--- src/rtl/regfile_pkg.sv ---
// Shared constants and state encoding for the register-file write arbiter.
// The register file has no reset, so the arbiter's zero sweep is the only way it gets cleared.
package regfile_pkg;

  localparam int ADDR_W   = 5;
  localparam int DATA_W   = 32;
  localparam int NUM_REGS = 32;

  typedef enum logic {
    ST_INIT = 1'b0,
    ST_RUN  = 1'b1
  } state_e;

  localparam int ZERO_REG = 0;

endpackage

--- src/rtl/regfile_write_arbiter_if.sv ---
// Writeback-side bus of the arbiter: two requesters, clear pulse, and the register-file write port.
// slave is the arbiter's view; master is the writeback stage / register file view.
interface regfile_write_arbiter_if #(
  parameter int ADDR_W = regfile_pkg::ADDR_W,
  parameter int DATA_W = regfile_pkg::DATA_W
);

  logic              clear_req;
  logic              a_valid;
  logic [ADDR_W-1:0] a_addr;
  logic [DATA_W-1:0] a_data;
  logic              a_ready;
  logic              b_valid;
  logic [ADDR_W-1:0] b_addr;
  logic [DATA_W-1:0] b_data;
  logic              b_ready;
  logic              rf_reg_write;
  logic [ADDR_W-1:0] rf_write_reg;
  logic [DATA_W-1:0] rf_write_data;
  logic              init_done;

  modport slave (
    input  clear_req,
    input  a_valid, a_addr, a_data,
    output a_ready,
    input  b_valid, b_addr, b_data,
    output b_ready,
    output rf_reg_write, rf_write_reg, rf_write_data,
    output init_done
  );

  modport master (
    output clear_req,
    output a_valid, a_addr, a_data,
    input  a_ready,
    output b_valid, b_addr, b_data,
    input  b_ready,
    input  rf_reg_write, rf_write_reg, rf_write_data,
    input  init_done
  );

endinterface

--- src/rtl/regfile_write_arbiter.sv ---
// Single write port owner for the register file: zero sweep after reset/clear, then
// A-priority arbitration between two writeback requesters with a starvation guard for B.
module regfile_write_arbiter
  import regfile_pkg::*;
#(
  parameter int NUM_REGS     = regfile_pkg::NUM_REGS,
  parameter int ADDR_W       = regfile_pkg::ADDR_W,
  parameter int DATA_W       = regfile_pkg::DATA_W,
  parameter int STARVE_LIMIT = 4
) (
  input  logic                    clk,
  input  logic                    rst,
  regfile_write_arbiter_if.slave  io
);

  // cnt must reach NUM_REGS itself: that extra value is the idle cycle before RUN.
  localparam int CNT_W = $clog2(NUM_REGS + 1);
  localparam int STV_W = 4;

  state_e            state_q, state_d;
  logic [CNT_W-1:0]  cnt_q, cnt_d;
  logic [STV_W-1:0]  starve_q, starve_d;
  logic              rf_reg_write_q, rf_reg_write_d;
  logic [ADDR_W-1:0] rf_write_reg_q, rf_write_reg_d;
  logic [DATA_W-1:0] rf_write_data_q, rf_write_data_d;

  logic a_ready, b_ready;
  logic a_acc, b_acc;
  logic starve_override;

  assign starve_override = (starve_q == STV_W'(STARVE_LIMIT));

  always_comb begin
    a_ready = 1'b0;
    b_ready = 1'b0;
    if (state_q == ST_RUN && !io.clear_req) begin
      if (starve_override) begin
        b_ready = 1'b1;
      end else begin
        a_ready = 1'b1;
        b_ready = !io.a_valid;
      end
    end
  end

  assign a_acc = io.a_valid & a_ready;
  assign b_acc = io.b_valid & b_ready;

  always_comb begin
    state_d         = state_q;
    cnt_d           = cnt_q;
    rf_reg_write_d  = 1'b0;
    rf_write_reg_d  = rf_write_reg_q;
    rf_write_data_d = rf_write_data_q;

    case (state_q)
      ST_INIT: begin
        if (cnt_q == CNT_W'(NUM_REGS)) begin
          state_d = ST_RUN;
        end else begin
          rf_reg_write_d  = 1'b1;
          rf_write_reg_d  = ADDR_W'(cnt_q);
          rf_write_data_d = '0;
          cnt_d           = cnt_q + 1'b1;
        end
      end
      default: begin
        if (io.clear_req) begin
          state_d = ST_INIT;
          cnt_d   = '0;
        end else if (b_acc) begin
          // Address 0 completes the handshake but never writes, keeping $zero at 0.
          rf_reg_write_d  = (io.b_addr != ADDR_W'(ZERO_REG));
          rf_write_reg_d  = io.b_addr;
          rf_write_data_d = io.b_data;
        end else if (a_acc) begin
          rf_reg_write_d  = (io.a_addr != ADDR_W'(ZERO_REG));
          rf_write_reg_d  = io.a_addr;
          rf_write_data_d = io.a_data;
        end
      end
    endcase
  end

  always_comb begin
    starve_d = starve_q;
    if (!io.b_valid || b_acc) begin
      starve_d = '0;
    end else if (state_q == ST_RUN && !starve_override) begin
      starve_d = starve_q + 1'b1;
    end
  end

  always_ff @(posedge clk or posedge rst) begin
    if (rst) begin
      state_q         <= ST_INIT;
      cnt_q           <= '0;
      starve_q        <= '0;
      rf_reg_write_q  <= 1'b0;
      rf_write_reg_q  <= '0;
      rf_write_data_q <= '0;
    end else begin
      state_q         <= state_d;
      cnt_q           <= cnt_d;
      starve_q        <= starve_d;
      rf_reg_write_q  <= rf_reg_write_d;
      rf_write_reg_q  <= rf_write_reg_d;
      rf_write_data_q <= rf_write_data_d;
    end
  end

  assign io.a_ready       = a_ready;
  assign io.b_ready       = b_ready;
  assign io.rf_reg_write  = rf_reg_write_q;
  assign io.rf_write_reg  = rf_write_reg_q;
  assign io.rf_write_data = rf_write_data_q;
  assign io.init_done     = (state_q == ST_RUN);

endmodule

--- src/flat_wrapper.sv ---
// flat-port wrapper written by rule: the top's interface ports become plain ports
module regfile_write_arbiter_flat import regfile_pkg::*;
#(
  parameter int NUM_REGS     = regfile_pkg::NUM_REGS,
  parameter int ADDR_W       = regfile_pkg::ADDR_W,
  parameter int DATA_W       = regfile_pkg::DATA_W,
  parameter int STARVE_LIMIT = 4
)
  (clk, rst, io_clear_req, io_a_valid, io_a_addr, io_a_data, io_a_ready, io_b_valid, io_b_addr, io_b_data, io_b_ready, io_rf_reg_write, io_rf_write_reg, io_rf_write_data, io_init_done);
  regfile_write_arbiter_if #(.ADDR_W(ADDR_W), .DATA_W(DATA_W)) io_i ();
  input  logic clk;
  input  logic rst;
  input wire logic [$bits(io_i.clear_req)-1:0] io_clear_req;
  input wire logic [$bits(io_i.a_valid)-1:0] io_a_valid;
  input wire logic [$bits(io_i.a_addr)-1:0] io_a_addr;
  input wire logic [$bits(io_i.a_data)-1:0] io_a_data;
  output wire logic [$bits(io_i.a_ready)-1:0] io_a_ready;
  input wire logic [$bits(io_i.b_valid)-1:0] io_b_valid;
  input wire logic [$bits(io_i.b_addr)-1:0] io_b_addr;
  input wire logic [$bits(io_i.b_data)-1:0] io_b_data;
  output wire logic [$bits(io_i.b_ready)-1:0] io_b_ready;
  output wire logic [$bits(io_i.rf_reg_write)-1:0] io_rf_reg_write;
  output wire logic [$bits(io_i.rf_write_reg)-1:0] io_rf_write_reg;
  output wire logic [$bits(io_i.rf_write_data)-1:0] io_rf_write_data;
  output wire logic [$bits(io_i.init_done)-1:0] io_init_done;
  assign io_i.clear_req = io_clear_req;
  assign io_i.a_valid = io_a_valid;
  assign io_i.a_addr = io_a_addr;
  assign io_i.a_data = io_a_data;
  assign io_a_ready = io_i.a_ready;
  assign io_i.b_valid = io_b_valid;
  assign io_i.b_addr = io_b_addr;
  assign io_i.b_data = io_b_data;
  assign io_b_ready = io_i.b_ready;
  assign io_rf_reg_write = io_i.rf_reg_write;
  assign io_rf_write_reg = io_i.rf_write_reg;
  assign io_rf_write_data = io_i.rf_write_data;
  assign io_init_done = io_i.init_done;
  regfile_write_arbiter #(.NUM_REGS(NUM_REGS), .ADDR_W(ADDR_W), .DATA_W(DATA_W), .STARVE_LIMIT(STARVE_LIMIT)) u_core (.clk(clk), .rst(rst), .io(io_i));
endmodule
--- config.mk ---
export PLATFORM = sky130hd
export DESIGN_NAME = regfile_write_arbiter_flat
export DESIGN_NICKNAME = d
export VERILOG_FILES = /design/src/rtl/regfile_pkg.sv /design/src/rtl/regfile_write_arbiter_if.sv /design/src/rtl/regfile_write_arbiter.sv /design/src/flat_wrapper.sv
export SDC_FILE = /design/constraint.sdc
export NUM_CORES = 1
export LEC_CHECK = 0
export ABC_AREA = 0
export CAP_MARGIN = 40
export CORE_MARGIN = 2
export CORE_UTILIZATION = 40
export DETAILED_ROUTE_END_ITERATION = 8
export PLACE_DENSITY = 0.87
export SLEW_MARGIN = 20
export SYNTH_ARGS = -nofsm -noshare
export SYNTH_HDL_FRONTEND = slang
export SYNTH_SLANG_ARGS = --single-unit
--- constraint.sdc ---
create_clock -name clk -period 3.3 [get_ports clk]
set_input_delay 0.495 -clock clk [delete_from_list [all_inputs] [get_ports clk]]
set_output_delay 0.495 -clock clk [all_outputs]
set_load 0.02 [all_outputs]
==> results of run 1 <==
==> how the worst max path moves through the flow <==
stage / end / slack [ns] / depth (start not counted)
after floorplan: io_b_ready / 1.30 / 7
after global placement: io_b_ready / 0.80 / 4
after detailed placement: u_core.io.rf_write_reg[1]$_DFFE_PP0P_ / 0.75 / 7
after CTS: io_a_ready / 0.64 / 3
after global routing: io_a_ready / 0.51 / 3
final: io_a_ready / 0.65 / 3
==> area by class of cell <==
cell class,instances,area share [%]
multi-input combinational,144,29.3
timing repair buffer,126,32.6
sequential,49,31.8
clock inverter,1,0.130
clock buffer,7,2.50
tap,75,2.43
inverter,13,1.26
==> kinds of logic after synthesis <==
family,share of synthesized area (%)
AO/OA/AOI/OAI,30.5
flip-flops,48.8
AND/OR/NAND/NOR,9.21
buffers and inverters,6.52
XOR/XNOR,1.74
adder cells (fa/ha/maj),1.99
multiplexers,1.20
==> synth_stat cells, drive strengths merged <==
cell type	instances
a211oi	1
a21boi	1
a21o	33
a21oi	2
a31o	1
a31oi	2
a32o	32
a41o	1
and2	4
and3	2
and3b	1
buf	12
clkbuf	6
dfrtp	49
ha	4
inv	13
mux2i	3
nand2	7
nand2b	1
nand3	12
nand3b	1
nor2	10
nor2b	2
nor3	2
nor3b	1
o21ai	5
o221a	3
o221ai	2
o22ai	2
o31ai	4
xnor2	3
xor2	2
==> through the flow <==
stage	worst slack [ns]	hold WS, ns	cells	power [mW]	util (%)
after floorplan	1.30	0.445	224	1.23	-
after CTS	0.637	0.485	415	1.96	64.4
after global routing	0.514	0.488	415	2.06	64.4
after detailed placement	0.751	0.464	407	1.56	62.7
final	0.645	0.482	415	1.95	64.4
after global placement	0.801	0.457	406	1.54	62.4
==> power by group through the flow <==
stage / Clock (mW) / Sequential [mW] / Combinational [mW]
after floorplan: 0 / 0.866 / 0.367
after global placement: 0 / 0.805 / 0.730
after detailed placement: 0 / 0.814 / 0.748
after CTS: 0.407 / 0.801 / 0.755
after global routing: 0.434 / 0.816 / 0.807
final: 0.395 / 0.806 / 0.747
==> layer usage <==
layer | global-route usage [%] | up-vias | part of all wire [%]
li1 | - | 1074 | -
met1 | 26.2 | 1135 | 43
met2 | 32.5 | 121 | 47
met3 | 7.06 | 10 | 8.3
met4 | 8.20 | 0 | 1.6
met5 | 0 | - | 0
==> critical path, cell delays in order, from the launching register on <==
cell             delay [ns]
dfrtp_1                0.80
nor2b_2                0.28
and2_1                 0.16
clkdlybuf4s50_1        0.61
==> qor.yml, run 1 <==
placement:
  port_buffers: 119
  gp_congestion: 0.843
  place_area_um2: 3760
  place.detailed.hpwl_mm: 4.95
setup_path:
  critPathKind: "reg -> out"
  r2r_slack_ns: 0.85
  worstPathArrival_ns: 2.16
  reg2reg_to: "u_core.io.rf_write_reg[1]$_DFFE_PP0P_"
  cp.required_ns: 2.80
  crit_fanout: 22
  start_kind: "flip-flop"
  startpoint: "u_core.io.init_done$_DFF_PP0_"
  r2r_start: "u_core.io.init_done$_DFF_PP0_"
  r2r_cells: 6
  cp-end-kind: "output port"
layout:
  design_area_um2: 3860
  num-fill-cells: 464
  final_cell_mix: "clkdlybuf4s50_1 (119), dfrtp_1 (49), a21o_1 (33)"
  area_growth_pct: 53.6
  mostFrequentLayoutCell: "clkdlybuf4s50_1"
  seqCellArea_um2: 1230
  multi_input_area_um2: 1130
  largest_reg_flops: 32
  antenna_cells: 0
  final_net_count: 422
  drive_above_1_share_pct: 6.76
timing:
  slew_headroom_pct: 53.1
  hold_viol: 0
  fin_crit_sh_pct: 80.5
  finalSetupViolCount: 0
  min_period_ns: 2.65
  timing.fmax_ghz: 0.377
  worstMarginPinSlew_ns: 0.703
  clock_skew_ns: 0.00921
  finalMaxSlewViolations: 0
  finalSetupTns_ns: 0
  rsz0062_at_grt: "false"
clock_tree:
  insertion_delay_ns: 0.30
  clock-sinks: 49
  post_cts.repair.setup_buffers: 0
  clockBufferDepth: 2
  cts_resized: 0
  cts_hold_buf: 0
  htreeDepth: 2
  cts_buffers: 5
  clockRootBuffer: "clkbuf_8"
  cts_tree: "done"
  path_clk_slew_ns: 0.09
power_and_ir_drop:
  p_int_mw: 1.26
  power_frac_clock_pct: 20.3
  peakVddDrop_uv: 320
  p_leak_nw: 1.86
  p_switching_uw: 685
  p_sw_share_pct: 35.2
  seq_power_share_pct: 41.4
  p_comb_share_pct: 38.4
  power_density_nw_per_um2: 505
run:
  drv_cap: 0
yosys:
  yosysUniqueCellTypes: 38
  synth_seq_cells: 49
  syn_nets: 307
  synth_area_um2: 2510
  synth_largest_area_cell: "dfrtp_1"
  synth_area_per_cell_um2: 11.2
  yosysSeqAreaShare_pct: 48.8
  synth.area.top_cells: "dfrtp_1 (49%), a32o_1 (13%), a21o_1 (9.9%)"
  yosysTopAreaCellShare_pct: 48.8
  ys_warn_count: 0
  synthCells: 224
detailed_routing:
  routed_wl_mm: 7.09
  drt_iter0_drc: 173
  dr.pass1.iters: 4
  vias: 2340
  via_per_inst: 5.64
  wl_per_cell_um: 17.1
  ant_nets: 0
  drc: 0
global_route:
  overflow: 0
  antenna_found_initial: 0
  track_usage_pct: 20.7
  grt_start_max_net_pins: 39
  grt_pass1_vias: 2331
  grt_pass1_wl_mm: 11.6
run_status:
  outcome: "completed"
floorplan:
  initial_core_util_pct: 41.9
  core_area_um2: 5990
  die_w_um: 83.3
  dieHeight_um: 83.3
  pin_count: 120
  dieArea_um2: 6930
  row_count: 28
hold_path:
  holdPathStages: 1
  hold_path.class: "reg -> reg"
  holdCritStartpoint: "u_core.io.rf_write_data[16]$_DFFE_PP0P_"
  hold-path-endpoint: "u_core.io.rf_write_data[16]$_DFFE_PP0P_"
(Power assumes the default switching activity.)
==> inputs of run 2 (changes only) <==
==> constraint.sdc (replaced) <==
create_clock -name clk -period 2.75 [get_ports clk]
set_input_delay 0.4125 -clock clk [delete_from_list [all_inputs] [get_ports clk]]
set_output_delay 0.4125 -clock clk [all_outputs]
set_load 0.02 [all_outputs]
==> run 2 against run 1 <==
  * Clock power grew 18%
  * Register-to-register slack lost 0.20 ns
  * Largest power group unchanged
  * Worst hold slack lost 0.016 ns
  * Flip-flop and latch count is the same
  * Cell area about the same
  * Total power increased by 20%
  * Non-clock buffer count rose by 2
  * Critical path type unchanged
  * Sequential share of layout area hardly changed
  * Final cell count rose by 0.48%
  * First-iteration DRC count grew 31%
  * Critical endpoint is now io_b_ready
  * Sequential power rose by 18%
  * Utilization hardly changed
==> qor.yml, run 2 (synthesized netlist as in run 1, its figures left out) <==
power_and_ir_drop:
  p_sw_share_pct: 34.8
  power_frac_clock_pct: 20.1
  p_leak_nw: 1.87
  p_switching_uw: 811
  p_comb_share_pct: 39.2
  seq_power_share_pct: 40.8
  peakVddDrop_uv: 336
  p_int_mw: 1.52
  power_density_nw_per_um2: 603
clock_tree:
  cts_hold_buf: 0
  cts_buffers: 5
  cts_tree: "done"
  insertion_delay_ns: 0.30
  clockRootBuffer: "clkbuf_8"
  post_cts.repair.setup_buffers: 0
  cts_resized: 0
  clockBufferDepth: 2
  htreeDepth: 2
  clock-sinks: 49
  path_clk_slew_ns: 0.09
floorplan:
  die_w_um: 83.3
  core_area_um2: 5990
  dieHeight_um: 83.3
  initial_core_util_pct: 41.9
  pin_count: 120
  row_count: 28
  dieArea_um2: 6930
timing:
  finalMaxSlewViolations: 0
  fin_crit_sh_pct: 90.7
  slew_headroom_pct: 65.0
  clock_skew_ns: 0.0145
  finalSetupTns_ns: 0
  finalSetupViolCount: 0
  min_period_ns: 2.49
  rsz0062_at_grt: "false"
  hold_viol: 0
  worstMarginPinSlew_ns: 0.524
  timing.fmax_ghz: 0.401
  worst_slack_ns: 0.255
  whs_ns: 0.465
detailed_routing:
  vias: 2326
  via_per_inst: 5.58
  dr.pass1.iters: 4
  drc: 0
  drt_iter0_drc: 226
  wl_per_cell_um: 17.0
  routed_wl_mm: 7.07
  ant_nets: 0
setup_path:
  cp_slowest_cell: "clkdlybuf4s50_1"
  critPathMaxStageDelay_ns: 0.62
  worstPathArrival_ns: 2.08
  start_kind: "flip-flop"
  critPathTopFamily: "buffers and inverters"
  crit_fanout: 9
  critPathKind: "reg -> out"
  cp.required_ns: 2.34
  cp-end-kind: "output port"
  path_cells: "inv_1 -> ha_1 -> nand3b_4 -> and2_4 -> nor2_1 -> clkdlybuf4s50_1"
  path_buf_inv: 2
layout:
  largest_reg_flops: 32
  final_cells: 417
  area_growth_pct: 53.7
  mostFrequentLayoutCell: "clkdlybuf4s50_1"
  final_net_count: 424
  drive_above_1_share_pct: 7.31
  antenna_cells: 0
  final_cell_mix: "clkdlybuf4s50_1 (119), dfrtp_1 (49), a21o_1 (33)"
placement:
  port_buffers: 119
  place.detailed.hpwl_mm: 5.16
  dp_cells: 409
  pre_cts_ws_ns: 0.409
  gp_congestion: 0.884
global_route:
  grt_pass1_wl_mm: 11.6
  track_usage_pct: 20.6
  antenna_found_initial: 0
  grt_start_max_net_pins: 39
  overflow: 0
  grt_pass1_vias: 2369
run:
  drv_cap: 0
run_status:
  outcome: "completed"
hold_path:
  hold_path.class: "in -> async"
-- run 2: changes by cell type in the layout (fill, tap and decap cells not counted), sizes merged --
cell,previous run,this run
buf,7,9
-- run 2: area by class of cell --
cell class	count	area (um^2)
Sequential cell	49	1230
Fill cell	485	2130
Multi-Input combinational cell	144	1130
Tap cell	75	93.8
Clock buffer	7	96.3
Clock inverter	1	5.00
Timing Repair Buffer	128	1260
Inverter	13	48.8
-- run 2: worst register-to-register path: stages, from the launching register on --
cell and delay (ns):
dfrtp_1 0.62, nor2b_2 0.28, buf_4 0.26, a31oi_4 0.16
and2_1 0.18, buf_4 0.24, o31ai_1 0.28
-- run 2: power groups by stage --
| stage | sequential [mW] | clock [mW] | combinational, mW |
|---|---|---|---|
| CTS | 0.948 | 0.480 | 0.920 |
| floorplan | 1.04 | 0 | 0.441 |
| global route | 0.972 | 0.515 | 0.988 |
| global placement | 0.956 | 0 | 0.893 |
| finish | 0.949 | 0.467 | 0.912 |
| detailed placement | 0.962 | 0 | 0.915 |
-- run 2: worst paths after layout --
check / startpoint / end / slack (ns) / depth (start not counted)
max in group asynchronous: rst / u_core.starve_q[1]$_DFFE_PP0P_ / 1.67 / 3
hold reg to reg: u_core.io.rf_write_data[1]$_DFFE_PP0P_ / u_core.io.rf_write_data[1]$_DFFE_PP0P_ / 0.48 / 1
min in group clk: u_core.io.rf_write_data[1]$_DFFE_PP0P_ / u_core.io.rf_write_data[1]$_DFFE_PP0P_ / 0.48 / 1
setup / recovery: u_core.starve_q[0]$_DFFE_PP0P_ / io_b_ready / 0.26 / 6
hold / removal: rst / u_core.io.rf_write_data[6]$_DFFE_PP0P_ / 0.47 / 2
setup reg to reg: u_core.io.init_done$_DFF_PP0_ / u_core.io.rf_write_reg[2]$_DFFE_PP0P_ / 0.65 / 6
-- run 2: through the flow --
stage                     area [um^2]  util, %  power (mW)
after floorplan                  2510        -        1.48
after global placement           3760     62.8        1.85
after detailed placement         3760     62.8        1.88
after CTS                        3860     64.5        2.35
after global routing             3860     64.5        2.47
final                            3860     64.5        2.33
-- run 2: routing by layer --
layer	vias to the layer above	global-route usage (%)	share of wire [%]
met5	-	0	0
met4	0	5.07	1.0
met3	6	6.46	7.2
met2	95	34.2	50
met1	1144	26.1	42
li1	1081	-	-
